`src/rtl/multi_timer.sv`:
```
// Multi-channel programmable up-counter timer on the 2 kHz game tick.
// Optional per-channel pause input is enabled with the MULTI_TIMER_PAUSE_EN macro.
module multi_timer #(
    parameter int WIDTH        = 12,
    parameter int CHANNELS     = 4,
    parameter int TERM_DEFAULT = 3999,
    parameter int LCW          = (CHANNELS > 1) ? $clog2(CHANNELS) : 1
) (
    input  logic                      clk_2K,
    input  logic                      i_ResetN,
    input  logic [CHANNELS-1:0]       i_Start,
    input  logic [CHANNELS-1:0]       i_Clear,
    input  logic [CHANNELS-1:0]       i_AutoReload,
`ifdef MULTI_TIMER_PAUSE_EN
    input  logic [CHANNELS-1:0]       i_Pause,
`endif
    input  logic                      i_Load,
    input  logic [LCW-1:0]            i_LoadCh,
    input  logic [WIDTH-1:0]          i_LoadVal,
    output logic [CHANNELS*WIDTH-1:0] o_Count,
    output logic [CHANNELS-1:0]       o_Tick,
    output logic [CHANNELS-1:0]       o_Done,
    output logic                      o_Busy
);

    typedef enum logic [1:0] {
        ST_IDLE = 2'd0,
        ST_RUN  = 2'd1,
        ST_DONE = 2'd2
    } state_t;

    localparam logic [WIDTH-1:0] TERM_RST = WIDTH'(TERM_DEFAULT);
    localparam logic [WIDTH-1:0] ONE      = WIDTH'(1);

    logic [CHANNELS-1:0] run_vec;

    genvar gi;
    generate
        for (gi = 0; gi < CHANNELS; gi++) begin : g_ch
            // Load-channel values with no matching channel simply never hit.
            localparam logic [LCW-1:0] CH_IDX = LCW'(gi);

            state_t           state_reg, state_next;
            logic [WIDTH-1:0] count_reg, count_next;
            logic [WIDTH-1:0] term_reg, term_next;
            logic             tick_reg, tick_next;
            logic             done_reg, done_next;
            logic             load_hit;
            logic             paused;

            assign load_hit = i_Load && (i_LoadCh == CH_IDX);

`ifdef MULTI_TIMER_PAUSE_EN
            assign paused = i_Pause[gi];
`else
            assign paused = 1'b0;
`endif

            always_ff @(posedge clk_2K or negedge i_ResetN) begin
                if (!i_ResetN) begin
                    state_reg <= ST_IDLE;
                    count_reg <= '0;
                    term_reg  <= TERM_RST;
                    tick_reg  <= 1'b0;
                    done_reg  <= 1'b0;
                end else begin
                    state_reg <= state_next;
                    count_reg <= count_next;
                    term_reg  <= term_next;
                    tick_reg  <= tick_next;
                    done_reg  <= done_next;
                end
            end

            always_comb begin
                state_next = state_reg;
                count_next = count_reg;
                tick_next  = 1'b0;
                done_next  = done_reg;
                // The step below always compares against the old term_reg.
                term_next  = load_hit ? i_LoadVal : term_reg;

                if (i_Clear[gi]) begin
                    state_next = ST_IDLE;
                    count_next = '0;
                    done_next  = 1'b0;
                end else if (i_Start[gi]) begin
                    state_next = ST_RUN;
                    count_next = '0;
                    done_next  = 1'b0;
                end else begin
                    case (state_reg)
                        ST_IDLE: begin
                            count_next = '0;
                        end
                        ST_RUN: begin
                            if (!paused) begin
                                if (count_reg < term_reg) begin
                                    count_next = count_reg + ONE;
                                end else begin
                                    tick_next = 1'b1;
                                    if (i_AutoReload[gi]) begin
                                        count_next = '0;
                                    end else begin
                                        state_next = ST_DONE;
                                        count_next = term_reg;
                                        done_next  = 1'b1;
                                    end
                                end
                            end
                        end
                        ST_DONE: begin
                            done_next = 1'b1;
                        end
                        default: begin
                            state_next = ST_IDLE;
                            count_next = '0;
                            done_next  = 1'b0;
                        end
                    endcase
                end
            end

            assign o_Count[gi*WIDTH +: WIDTH] = count_reg;
            assign o_Tick[gi]                 = tick_reg;
            assign o_Done[gi]                 = done_reg;
            assign run_vec[gi]                = (state_reg == ST_RUN);
        end
    endgenerate

    assign o_Busy = |run_vec;

endmodule

```
`config.mk`:
```
export PLATFORM = sky130hd
export DESIGN_NAME = multi_timer
export DESIGN_NICKNAME = d
export VERILOG_FILES = /design/src/rtl/multi_timer.sv
export SDC_FILE = /design/constraint.sdc
export NUM_CORES = 1
export LEC_CHECK = 0
export CORE_ASPECT_RATIO = 1.4
export CORE_MARGIN = 3
export CORE_UTILIZATION = 35
export CTS_BUF_LIST = sky130_fd_sc_hd__clkbuf_8
export DETAILED_ROUTE_END_ITERATION = 10
export REMOVE_ABC_BUFFERS = 1
export SYNTH_ARGS = -nofsm -noshare
export SYNTH_HDL_FRONTEND = slang
export SYNTH_SLANG_ARGS = --single-unit
export TNS_END_PERCENT = 50
```
`constraint.sdc`:
```
create_clock -name clk_2K -period 2.2 [get_ports clk_2K]
set_input_delay 0.55 -clock clk_2K [delete_from_list [all_inputs] [get_ports clk_2K]]
set_output_delay 0.55 -clock clk_2K [all_outputs]
set_load 0.03 [all_outputs]
```
==> flow_metrics.env <==
export IMPL_first_iter_violations=310
export IMPL_rsz0062_at_grt="yes"
export IMPL_tns_ns=-0.06470
export IMPL_async_flop_share_pct=100.0
export IMPL_grtUsageTotal_pct=18.28
export IMPL_layout_min_cycle_time_ns=2.242
export IMPL_clock_skew_ns=0.01085
export IMPL_grt_first_pass_wirelength_mm=32.01
export IMPL_drc=0
export IMPL_synth_mux_area_share_pct=6.592
export IMPL_drtPass1Iterations=4
export IMPL_portBuffers=85
export IMPL_wire_per_inst_um=16.33
export IMPL_status="finished, violations left"
export IMPL_initial_core_util_pct=35.77
export IMPL_switching_share_pct=28.82
export IMPL_place_inst=1173
export IMPL_syn_area_per_cell_um2=9.426
export IMPL_synth_area_leaders="dfrtp_1 (26%), dfstp_2 (15%), ha_1 (11%), nand3_1 (6.3%), mux2_2 (6.0%)"
export IMPL_yosys_warnings=0
export IMPL_worst_slew_margin_rel_pct=66.64
export IMPL_routed_via_count=6221
export IMPL_r2r_start="g_ch[1].term_reg[10]"
export IMPL_layout_common_cells="buf_4 (140), nand3_1 (85), nand2_1 (79), dfrtp_1 (72), clkdlybuf4s50_1 (58)"
export IMPL_cts_buffers=9
export IMPL_synth_top_cell_area_share_pct=26.01
export IMPL_area_growth_pct=43.02
export IMPL_p_per_area_mw_per_mm2=478.3
export IMPL_switchingPower_uw=1366
export IMPL_clockBufferDepth=2
export IMPL_grt_pass1_vias=6465
export IMPL_insertion_delay_ns=0.39
export IMPL_total_power_uw=4739
export IMPL_finalCritPeriodShare_pct=101.9
export IMPL_comb_power_share_pct=22.5
export IMPL_holdCritPathClass="input port to asynchronous set/reset pin"
export IMPL_hold_violations=0
export IMPL_num_rows=60
export IMPL_die_h_um=172.5
export IMPL_ctsRootBufferMaster="clkbuf_8"
export IMPL_die_area_mm2=0.02154
export IMPL_p_seq_share_pct=51.8
export IMPL_die_w_um=124.9
export IMPL_violations="setup timing"
export IMPL_setup_ws_ns=-0.04233
export IMPL_ioPinCount=86
export IMPL_setup_violations=2
export IMPL_drive_gt1_share_pct=34.96
export IMPL_critPathLaunch="g_ch[2].state_reg[1]"
export IMPL_path_cells="inv_2, ha_4, or4_4, buf_6"
export IMPL_peakVddDrop_uv=290.1
export IMPL_slowest_delay_ns=0.52
export IMPL_critPathMaxFanout=3
export IMPL_crit_type="flop to output port"
export IMPL_clkPwrFrac_pct=25.7
export IMPL_final_core_util_pct=51.16
export IMPL_rrSetupSlack_ns=-0.02
export IMPL_worstMarginPinSlew_ns=0.4966
export IMPL_multi_input_area_mm2=0.004172
export IMPL_synth_cell_types=64
export IMPL_syn_area_mm2=0.006928
export IMPL_cp_arrival_ns=1.69
export IMPL_overflow=0
export IMPL_synth_adder_area_share_pct=10.84
export IMPL_p_leak_uw=0.004834
export IMPL_layout_nets=1045
export IMPL_instances_no_fill=1209
export IMPL_regArea_mm2=0.002853
export IMPL_power_internal_uw=3373
export IMPL_yosys_area_top_type="dfrtp_1"
export IMPL_worst_path_max_delay_cell="or4_4"
export IMPL_antenna_cells=0
export IMPL_critPathLaunchType="flop"
export IMPL_dpl_hpwl_mm=15.08
export IMPL_report_final_slew_viol_count=0
export IMPL_ys_seq_elements=112
export IMPL_ys_seq_area_share_pct=41.18
export IMPL_routed_wirelength_mm=19.74
export IMPL_synth_edf_count=0
export IMPL_grt_start_max_net_pins=35
export IMPL_mostFrequentLayoutCell="buf_4"
export IMPL_synthXorXnorAreaFrac_pct=3.540
export IMPL_syn_inst=735
export IMPL_synth_top_family_by_area="simple AND/OR/NAND/NOR gates"
export IMPL_fill_cells=1838
export IMPL_critPathRequiredTime_ns=1.65
export IMPL_clk_pin_slew_worst_paths_ns=0.11
export IMPL_synth_main_ff_cell="dfrtp_1"
export IMPL_place_congestion=0.8467
export IMPL_clock_sinks=112
export IMPL_ant_nets=0
export IMPL_fmax_mhz=446.0
export IMPL_core_area_mm2=0.01937
export IMPL_synth_simple_area_share_pct=19.61
export IMPL_vias_per_cell=5.146
export IMPL_synth_compound_area_share_pct=12.75
export IMPL_antenna_found_initial=0
export IMPL_cts_tree="built"
export IMPL_end_kind="output port"
export IMPL_ctsHtreeMaxLevel=3
export IMPL_maxCapViolCount=0
-- timing repair --
item / CTS / global route
gates resized for setup: 40 / 105
gates cloned: 0 / 2
hold buffers: 0 / 0
pin swaps: 11 / 41
setup endpoints to repair: 33 / 75
setup buffers: 7 / 15
-- cell usage after synthesis (all sizes together), types with 4 or more instances --
cell    instances
a211oi          6
a21oi          25
a221o           6
a31oi           5
and2            6
and3           10
buf            13
clkbuf         14
dfrtp          72
dfstp          40
ha             60
inv            66
mux2           37
mux2i           4
nand2          81
nand2b          4
nand3          87
nand3b          5
nand4           9
nor2           30
nor3           17
nor4            7
o211ai         11
o21a            4
o21ai          32
o311ai          4
o31a            4
o31ai           4
or3             5
xnor2          11
xor2           17
-- area by class of cell --
cell class	instances	share of cell area (%)
inverter	66	2.500
clock inverter	4	0.1894
timing repair buffer	237	21.62
sequential	112	28.79
tap	248	3.132
multi-input combinational	530	42.10
clock buffer	12	1.667
-- per-layer routing --
metal  part of all wire, %  vias to the layer above  global-route usage (%)
met5                     0                        -                       0
met4                   2.3                        0                   7.264
met3                   2.5                       29                   1.391
met2                    53                      123                   34.09
met1                    42                     3013                   21.96
li1                      -                     3056                       -
-- final timing paths --
| kind | end | cells after the start |
|---|---|---|
| max in group asynchronous | g_ch[1].term_reg[3] | 2 |
| min reg2reg | g_ch[0].term_reg[4] | 2 |
| min | g_ch[3].count_reg[4] | 1 |
| min in group clk_2K | g_ch[0].term_reg[4] | 2 |
| max | o_Busy | 4 |
| max reg2reg | g_ch[1].count_reg[11] | 9 |
-- power by group through the flow --
stage          clock network, uW  logic [uW]  registers [uW]
5_1_grt                     1320        1190            2480
3_3_place_gp                   0         900            2480
2_1_floorplan                  0         446            2460
6_report                    1220        1070            2450
4_1_cts                     1250         976            2450
3_5_place_dp                   0         923            2480
-- critical path, delay by kind of cell (launching register included) --
family                   cells  cell delay, ns
flip-flops                   1            0.39
adder cells (fa/ha/maj)      1            0.18
buffers and inverters        2            0.22
AND/OR/NAND/NOR              1            0.52
-- metrics by stage --
stage | setup slack (ns) | hold slack (ns) | area [um^2]
2_1_floorplan | -0.4945 | 0.2544 | 6795
3_3_place_gp | -0.1076 | 0.4968 | 8976
3_5_place_dp | -0.1976 | 0.5099 | 8976
4_1_cts | -0.06567 | 0.1079 | 9363
5_1_grt | -0.08567 | 0.1257 | 9908
6_report | -0.04233 | 0.1096 | 9908
-- kinds of logic after synthesis --
family | after synthesis
adder cells (fa/ha/maj) | 60
AO/OA/AOI/OAI | 126
flip-flops | 112
XOR/XNOR | 28
multiplexers | 41
AND/OR/NAND/NOR | 275
buffers and inverters | 93
No activity file was read; power rests on OpenSTA's default activity.
